===== config.mk =====
export PLATFORM = sky130hd
export DESIGN_NAME = pipeline_output_buffer_flat
export DESIGN_NICKNAME = d
export VERILOG_FILES = /design/src/rtl/mac_pipeline_pkg.sv /design/src/rtl/pipeline_output_buffer_if.sv /design/src/rtl/pipeline_output_buffer_fifo_fwft.sv /design/src/rtl/pipeline_output_buffer.sv /design/src/flat_wrapper.sv
export SDC_FILE = /design/constraint.sdc
export NUM_CORES = 1
export LEC_CHECK = 0
export ABC_AREA = 1
export CORE_MARGIN = 1.5
export CORE_UTILIZATION = 57
export DETAILED_ROUTE_END_ITERATION = 7
export GPL_TIMING_DRIVEN = 0
export PLACE_DENSITY = 0.8
export SLEW_MARGIN = 20
export SYNTH_ARGS = -nofsm -noshare
export SYNTH_HDL_FRONTEND = slang
export SYNTH_SLANG_ARGS = --single-unit

===== constraint.sdc =====
create_clock -name clk -period 2.4 [get_ports clk]
set_input_delay 0.48 -clock clk [delete_from_list [all_inputs] [get_ports clk]]
set_output_delay 0.48 -clock clk [all_outputs]
set_load 0.01 [all_outputs]

===== src/rtl/mac_pipeline_pkg.sv =====
// Shared definitions for the multiply-accumulate pipeline and its output buffer.
package mac_pipeline_pkg;

    localparam int DEFAULT_WIDTH = 16;
    localparam int PIPE_LATENCY  = 4;

    typedef logic [DEFAULT_WIDTH-1:0] result_t;

endpackage


===== src/rtl/pipeline_output_buffer_if.sv =====
// Valid/ready result stream leaving the output buffer.
interface pipeline_output_buffer_if
    import mac_pipeline_pkg::*;
#(
    parameter int WIDTH = DEFAULT_WIDTH
) ();

    logic [WIDTH-1:0] m_data;
    logic             m_valid;
    logic             m_ready;

    modport master (
        output m_data,
        output m_valid,
        input  m_ready
    );

    modport slave (
        input  m_data,
        input  m_valid,
        output m_ready
    );

endinterface


===== src/rtl/pipeline_output_buffer_fifo_fwft.sv =====
// First-word-fall-through FIFO with explicit pointer wrap, so DEPTH need not be a power of two.
module fifo_fwft
    import mac_pipeline_pkg::*;
#(
    parameter  int WIDTH = DEFAULT_WIDTH,
    parameter  int DEPTH = 8,
    localparam int PTR_W = $clog2(DEPTH),
    localparam int CNT_W = $clog2(DEPTH + 1)
) (
    input  logic             clk,
    input  logic             rst,
    input  logic             i_push,
    input  logic [WIDTH-1:0] i_wdata,
    input  logic             i_pop,
    output logic [WIDTH-1:0] o_rdata,
    output logic [CNT_W-1:0] o_count,
    output logic             o_full,
    output logic             o_empty
);

    logic [WIDTH-1:0] r_mem [DEPTH];
    logic [PTR_W-1:0] r_wr_ptr;
    logic [PTR_W-1:0] r_rd_ptr;
    logic [CNT_W-1:0] r_count;
    logic             w_push;
    logic             w_pop;

    function automatic logic [PTR_W-1:0] ptr_inc(input logic [PTR_W-1:0] p);
        return (p == PTR_W'(DEPTH - 1)) ? '0 : p + PTR_W'(1);
    endfunction

    assign o_full  = (r_count == CNT_W'(DEPTH));
    assign o_empty = (r_count == '0);

    // Guard here too so a misbehaving caller can never overrun or underrun the storage.
    assign w_push  = i_push && !o_full;
    assign w_pop   = i_pop && !o_empty;

    assign o_rdata = r_mem[r_rd_ptr];
    assign o_count = r_count;

    always_ff @(posedge clk) begin
        if (w_push) begin
            r_mem[r_wr_ptr] <= i_wdata;
        end
    end

    always_ff @(posedge clk or posedge rst) begin
        if (rst) begin
            r_wr_ptr <= '0;
            r_rd_ptr <= '0;
            r_count  <= '0;
        end else begin
            if (w_push) begin
                r_wr_ptr <= ptr_inc(r_wr_ptr);
            end
            if (w_pop) begin
                r_rd_ptr <= ptr_inc(r_rd_ptr);
            end
            case ({w_push, w_pop})
                2'b10:   r_count <= r_count + CNT_W'(1);
                2'b01:   r_count <= r_count - CNT_W'(1);
                default: r_count <= r_count;
            endcase
        end
    end

endmodule


===== src/rtl/pipeline_output_buffer.sv =====
// Buffers MAC pipeline results, stalls the pipeline when full and counts delivered results.
module pipeline_output_buffer
    import mac_pipeline_pkg::*;
#(
    parameter  int WIDTH     = DEFAULT_WIDTH,
    parameter  int DEPTH     = 8,
    parameter  int CNT_WIDTH = 32,
    localparam int OCC_W     = $clog2(DEPTH + 1)
) (
    input  logic                 clk,
    input  logic                 rst,
    input  logic [WIDTH-1:0]     i_pipe_out,
    input  logic                 i_pipe_valid,
    output logic                 o_pipe_en,
    pipeline_output_buffer_if.master m_if,
    output logic [OCC_W-1:0]     o_count,
    output logic [CNT_WIDTH-1:0] o_results_delivered
);

    logic [WIDTH-1:0]     w_rdata;
    logic                 w_full;
    logic                 w_empty;
    logic                 w_push;
    logic                 w_pop;
    logic [CNT_WIDTH-1:0] r_delivered;

    function automatic logic [CNT_WIDTH-1:0] sat_inc(input logic [CNT_WIDTH-1:0] v);
        return (&v) ? v : v + CNT_WIDTH'(1);
    endfunction

    // Enable depends only on registered occupancy, never on m_ready.
    assign o_pipe_en = !w_full;
    assign w_push    = i_pipe_valid && o_pipe_en;
    assign w_pop     = m_if.m_valid && m_if.m_ready;

    fifo_fwft #(
        .WIDTH (WIDTH),
        .DEPTH (DEPTH)
    ) u_fifo (
        .clk     (clk),
        .rst     (rst),
        .i_push  (w_push),
        .i_wdata (i_pipe_out),
        .i_pop   (w_pop),
        .o_rdata (w_rdata),
        .o_count (o_count),
        .o_full  (w_full),
        .o_empty (w_empty)
    );

    assign m_if.m_data  = w_rdata;
    assign m_if.m_valid = !w_empty;

    always_ff @(posedge clk or posedge rst) begin
        if (rst) begin
            r_delivered <= '0;
        end else if (w_pop) begin
            r_delivered <= sat_inc(r_delivered);
        end
    end

    assign o_results_delivered = r_delivered;

endmodule


===== src/flat_wrapper.sv =====
// flat-port wrapper written by rule: the top's interface ports become plain ports
module pipeline_output_buffer_flat import mac_pipeline_pkg::*;
#(
    parameter  int WIDTH     = DEFAULT_WIDTH,
    parameter  int DEPTH     = 8,
    parameter  int CNT_WIDTH = 32,
    localparam int OCC_W     = $clog2(DEPTH + 1)
)
  (clk, rst, i_pipe_out, i_pipe_valid, o_pipe_en, o_count, o_results_delivered, m_if_m_data, m_if_m_valid, m_if_m_ready);
  pipeline_output_buffer_if #(.WIDTH(WIDTH)) m_if_i ();
  input  logic clk;
  input  logic rst;
  input  logic [WIDTH-1:0] i_pipe_out;
  input  logic i_pipe_valid;
  output logic o_pipe_en;
  output logic [OCC_W-1:0] o_count;
  output logic [CNT_WIDTH-1:0] o_results_delivered;
  output wire logic [$bits(m_if_i.m_data)-1:0] m_if_m_data;
  output wire logic [$bits(m_if_i.m_valid)-1:0] m_if_m_valid;
  input wire logic [$bits(m_if_i.m_ready)-1:0] m_if_m_ready;
  assign m_if_m_data = m_if_i.m_data;
  assign m_if_m_valid = m_if_i.m_valid;
  assign m_if_i.m_ready = m_if_m_ready;
  pipeline_output_buffer #(.WIDTH(WIDTH), .DEPTH(DEPTH), .CNT_WIDTH(CNT_WIDTH)) u_core (.clk(clk), .rst(rst), .i_pipe_out(i_pipe_out), .i_pipe_valid(i_pipe_valid), .o_pipe_en(o_pipe_en), .m_if(m_if_i), .o_count(o_count), .o_results_delivered(o_results_delivered));
endmodule

# After elaboration in Yosys (flattened, before gate mapping)
# Memories as Yosys holds them, arrays and structs flattened.
# Cells that the tools add are included.
[op_classes]
n_eq_ne = 5
mux = 5
bitwise = 1
addsub = 5
n_reduce_logical = 10
[ops]
columns = ["operator", "n"]
rows = [
  ["$add 32x1->32 const B", 1],
  ["$reduce_and 32->1", 1],
  ["$pmux 4 s2", 1],
  ["$add 3x1->3 const B", 2],
  ["$eq 3x3->1 const B", 2],
  ["$mux 3", 2],
  ["$add 4x1->4 const B", 1],
  ["$eq 4x4->1 const B", 1],
  ["$logic_and 1x1->1", 4],
  ["$logic_not 4->1", 1],
  ["$sub 4x1->4 const B", 1],
  ["$eq 2x1->1 const B", 1],
  ["$eq 2x2->1 const B", 1],
  ["$logic_not 1->1", 2],
  ["$mux 1", 2],
  ["$reduce_and 2->1", 1],
  ["$reduce_bool 2->1", 1],
  ["$not 1->1", 1],
]
[word_totals]
inputBits = 20
mem_bits_rw = 128
out_inout_bits = 54
n_memories = 1
reg_bits = 42
wordCells = 31
[memory_table]
columns = ["memory", "depth", "width", "rd", "rd_clocked_by_memory_dff", "write_ports", "line", "rtl"]
rows = [
  ["u_core.u_fifo.r_mem", 8, 16, 1, 0, 1, "pipeline_output_buffer_fifo_fwft.sv:21", "logic [WIDTH-1:0] r_mem [DEPTH];"],
]

# Logic depth before layout (Yosys ltp)
[depth]
word_depth = 6
depth_mapped = 13
depth_no_buf = 13

# Modules after synthesis
# A second synthesis with hierarchy kept.
[unflattened]
cells_unflattened = 996
hier_area_um2 = 8399.3
[by_module_without_submodules]
columns = ["mod", "cells_each", "area_each_um2", "instances"]
rows = [
  ["fifo_fwft", 643, 6140.9, 1],
  ["pipeline_output_buffer", 353, 2258.4, 1],
]

# Least setup slack after synthesis
# Ideal clock, no wire load.
[synth_path]
kind = "flip-flop to flip-flop"
startpoint = "register u_core.u_fifo.r_count[0] (netlist: u_core.u_fifo.o_count[0])"
endpoint = "memory u_core.u_fifo.r_mem[0][0] (netlist bit), enable pin"
arrival_ns = 1.826
stages_incl_launch_ff = 6
synth_period_minus_slack_ns = 2.214
required_time_ns = 2.012
setup_time_ns = 0.388
path_buffers = 0
path_slack_ns = 0.186
cell_sequence = "dfrtp_1 > nor2_1 > nand3b_1 > nand2_1 > or2_2 > nor2_1"
[synth_via]
elab_chain_len = 6
[synth_lines]
columns = ["element", "line", "rtl"]
rows = [
  ["start: declaration", "pipeline_output_buffer_fifo_fwft.sv:24", "logic [CNT_W-1:0] r_count;"],
  ["start signal: assignment", "pipeline_output_buffer_fifo_fwft.sv:61", "2'b10: r_count <= r_count + CNT_W'(1);"],
  ["start signal: assignment", "pipeline_output_buffer_fifo_fwft.sv:62", "2'b01: r_count <= r_count - CNT_W'(1);"],
  ["start signal: assignment", "pipeline_output_buffer_fifo_fwft.sv:63", "default: r_count <= r_count;"],
  ["$eq 4x4->1 (*)", "pipeline_output_buffer_fifo_fwft.sv:32", "assign o_full = (r_count == CNT_W'(DEPTH));"],
  ["$logic_not 1->1 (*)", "pipeline_output_buffer.sv:32", "assign o_pipe_en = !w_full;"],
  ["net o_pipe_en", "flat_wrapper.sv:15", "output logic o_pipe_en;"],
  ["$logic_and 1x1->1", "pipeline_output_buffer.sv:33", "assign w_push = i_pipe_valid && o_pipe_en;"],
  ["$logic_and 1x1->1 (*)", "pipeline_output_buffer_fifo_fwft.sv:36", "assign w_push = i_push && !o_full;"],
  ["$mux 1 (*)", "pipeline_output_buffer_fifo_fwft.sv:43", "if (w_push) begin"],
  ["$mux 1 (implied by the code) (*)", "pipeline_output_buffer_fifo_fwft.sv:44", "r_mem[r_wr_ptr] <= i_wdata;"],
  ["end: declaration", "pipeline_output_buffer_fifo_fwft.sv:21", ""],
]
# The timed path passes the listed nets; every way through them passes the cells marked *.

# Worst setup path after layout
[layout_path]
startpoint = "register u_core.u_fifo.r_rd_ptr[0]"
endpoint = "output m_if_m_data[14]"
[layout_via]
elab_chain_len = 1
[layout_lines]
columns = ["element", "line", "rtl"]
rows = [
  ["start: declaration", "pipeline_output_buffer_fifo_fwft.sv:23", "logic [PTR_W-1:0] r_rd_ptr;"],
  ["start signal: assignment", "pipeline_output_buffer_fifo_fwft.sv:58", "r_rd_ptr <= ptr_inc(r_rd_ptr);"],
  ["$mem_v2 8x16", "-", ""],
  ["end: declaration", "flat_wrapper.sv:18", "output wire logic [$bits(m_if_i.m_data)-1:0] m_if_m_data;"],
]
# No other way between the ends.

==> flow_summary.yaml <==
status:
  outcome: "finished, violations left"
  violations: "setup timing"
sta:
  setup_tns_ps: -166
  finalCritPeriodShare_pct: 103
  fmax_ghz: 0.405
  relSlewSlack_pct: 65.7
  setup_ws_ps: -71.4
  slew_viol_final: 0
  rsz0062_at_grt: "yes"
  fin_crit_ps: 2470
  worstMarginPinSlew_ps: 514
  skew_ps: 4.46
  hold_viol: 0
  setup_viol: 5
setup_path:
  crit_required_ps: 1920
  critPathCaptureType: "output pin"
  reg2reg_slack_ps: 210
  crit_type: "reg2out"
  critPathArrivalTime_ps: 1990
  rr_startpoint: "u_core.u_fifo.o_count[0]"
  startpoint: "u_core.u_fifo.r_rd_ptr[0]"
  startpoint_type: "flop"
  crit_path_max_fanout: 10
floorplan:
  dieArea_um2: 14200
  die_x_um: 119
  coreArea_um2: 13200
  fp.dieH_um: 119
  row_count: 42
  ios: 74
  start_util_pct: 58.2
global_route:
  gr-total-overflow: 0
  first_global_vias: 5997
  grt_pass1_wl_mm: 30.5
  grt_max_degree: 26
  grt_antenna_before_repair: 0
  grt_usage_pct: 28.4
pwr:
  power_density_nw_per_um2: 1090
  ir_worst_vdd_v: 0.000596
  leakagePower_nw: 3.78
cells_and_area:
  drive_above_1_share_pct: 13.5
  diodes: 0
  area_growth_syn_to_layout_pct: 25.2
  nFillCells: 900
  nets: 876
synth:
  synth.area.top_cells: "edfxtp_1 (50%), dfrtp_1 (14%), nand2_1 (11%)"
  synthFlopType: "edfxtp_1"
  synth_compound_area_share_pct: 5.57
  synth_xor_area_share_pct: 1.71
  synth_nets: 763
  synth_top_family_by_area: "simple AND/OR/NAND/NOR gates"
  synthSimpleGateAreaFrac_pct: 20.2
  synth_mux_area_share_pct: 4.17
  netlist_instances: 735
  syn-cell-area_um2: 7680
  syn_avg_cell_area_um2: 10.4
  async_flop_share_pct: 24.7
  synth.most_common_cell: "nand2_1"
  synth.distinct_cells: 33
  synth_largest_area_cell: "edfxtp_1"
  synth_common_cells: "nand2_1 (225), edfxtp_1 (128), nor2_1 (96)"
  ys_seq_area_share_pct: 63.8
  synth_edf_count: 128
  ys_ff_latch: 170
  synth_warnings: 0
  synthAdderAreaFrac_pct: 1.30
  netlist.area_leader.share_pct: 50.1
clock_tree:
  numClockSinks: 170
  cts_tree: "done"
  cts_hold_buf: 0
  clk_path_buf_depth: 2
  clk_pin_slew_ps: 60
  clock_latency_ps: 420
  htree_levels: 4
  cts_made_buffers: 17
  root_buffer: "clkbuf_16"
place:
  gp_congestion: 0.892
  place_ws_ps: -364
  dp_hpwl_mm: 12.3
  portBuffers: 73
detailed_routing:
  drcViolationCount: 0
  postRouteAntennaNets: 0
  drtIter0Drc: 567
  wl_per_cell_um: 18.8
  vias_per_cell: 5.73
  wl_mm: 19.5
  num_vias: 5943
  firstDrtPassIters: 5
hold_path:
  worstHoldPathType: "in2async"
run:
  maxCapViolations: 0
[layout make-up]
| type | instances | area (um2) | share of cell area, % |
|---|---|---|---|
| Clock buffer | 19 | 433 | 4.50 |
| Multi-Input combinational cell | 506 | 2570 | 26.8 |
| Timing Repair Buffer | 95 | 947 | 9.85 |
| Inverter | 35 | 138 | 1.43 |
| Buffer | 23 | 275 | 2.86 |
| Tap cell | 176 | 220 | 2.29 |
| Clock inverter | 13 | 128 | 1.33 |
| Sequential cell | 170 | 4900 | 50.9 |
[sequential cells by signal, summed over array words and instances (netlist names)]
| register | count |
|---|---|
| u_core.u_fifo.r_mem | 128 |
| u_core.o_results_delivered | 32 |
| u_core.u_fifo.o_count | 4 |
| u_core.u_fifo.r_rd_ptr | 3 |
| u_core.u_fifo.r_wr_ptr | 3 |
[worst paths after layout]
| path | to | depth (start not counted) |
|---|---|---|
| setup / recovery | m_if_m_data[14] | 8 |
| hold / removal | u_core.u_fifo.o_count[2] | 2 |
| setup reg to reg | u_core.u_fifo.o_count[2] | 12 |
| hold reg to reg | u_core.u_fifo.r_wr_ptr[0] | 1 |
| max in group asynchronous | u_core.u_fifo.r_rd_ptr[0] | 3 |
| min in group clk | u_core.u_fifo.r_wr_ptr[0] | 1 |
[cells in the final DEF (no fill, tap or decap), drive strengths merged, types with 2 or more instances in the layout]
cell type and n:
clkdlybuf4s15 2, o21ai 42, buf 40, ha 8, xor2 10, nor2 103
clkdlybuf4s50 57, inv 35, clkinvlp 4, clkinv 7, xnor2 5, o22ai 32
mux2i 32, nor3 2, nand3b 4, nand3 24, a21oi 2, nand4 9
edfxtp 128, nand2 230, dfrtp 42, bufinv 2, clkbuf 36
[kinds of logic after synthesis]
family          after synthesis
simple gates                374
flops                       170
compound gates               77
buf+inv                      59
mux                          32
xor+xnor                     15
fa+ha+maj                     8
[worst max-delay path, cell delays in order, from the launching register on]
cell,delay [ps]
dfrtp_2,430
buf_4,150
inv_4,100
clkbuf_8,190
nor2_1,60
o22ai_1,210
nand2_1,80
nand2_1,90
clkdlybuf4s15_1,240
[layer usage]
layer	vias to the layer above	GRT usage [%]	share of wire, %
li1	2735	-	-
met1	2808	35.2	39
met2	343	47.8	50
met3	57	5.80	7.7
met4	0	13.7	2.8
met5	-	0	0
[metrics by stage]
stage / utilization, % / total power [W] / instance area [um2] / hold slack, ps / cells
after floorplan: - / 0.00584 / 7680 / 506 / 735
after global placement: 65.4 / 0.00713 / 8630 / 521 / 984
after detailed placement: 66.6 / 0.00738 / 8780 / 539 / 993
after CTS: 72.2 / 0.0102 / 9520 / 389 / 1031
after global routing: 72.9 / 0.0110 / 9610 / 422 / 1037
final: 72.9 / 0.0105 / 9610 / 391 / 1037
[power by group]
group / internal (W) / total (W) / switching [W]
Combinational: 0.00171 / 0.00399 / 0.00228
Sequential: 0.00362 / 0.00387 / 0.000249
Clock: 0.00152 / 0.00263 / 0.00111
[timing repair]
| action | in CTS | in global routing |
|---|---|---|
| gates cloned | 1 | 0 |
| setup buffers | 6 | 6 |
| resized for setup | 86 | 43 |
| pin swaps | 1 | 6 |
| setup endpoints to repair | 17 | 25 |
Power figures use the tool's default switching activity.
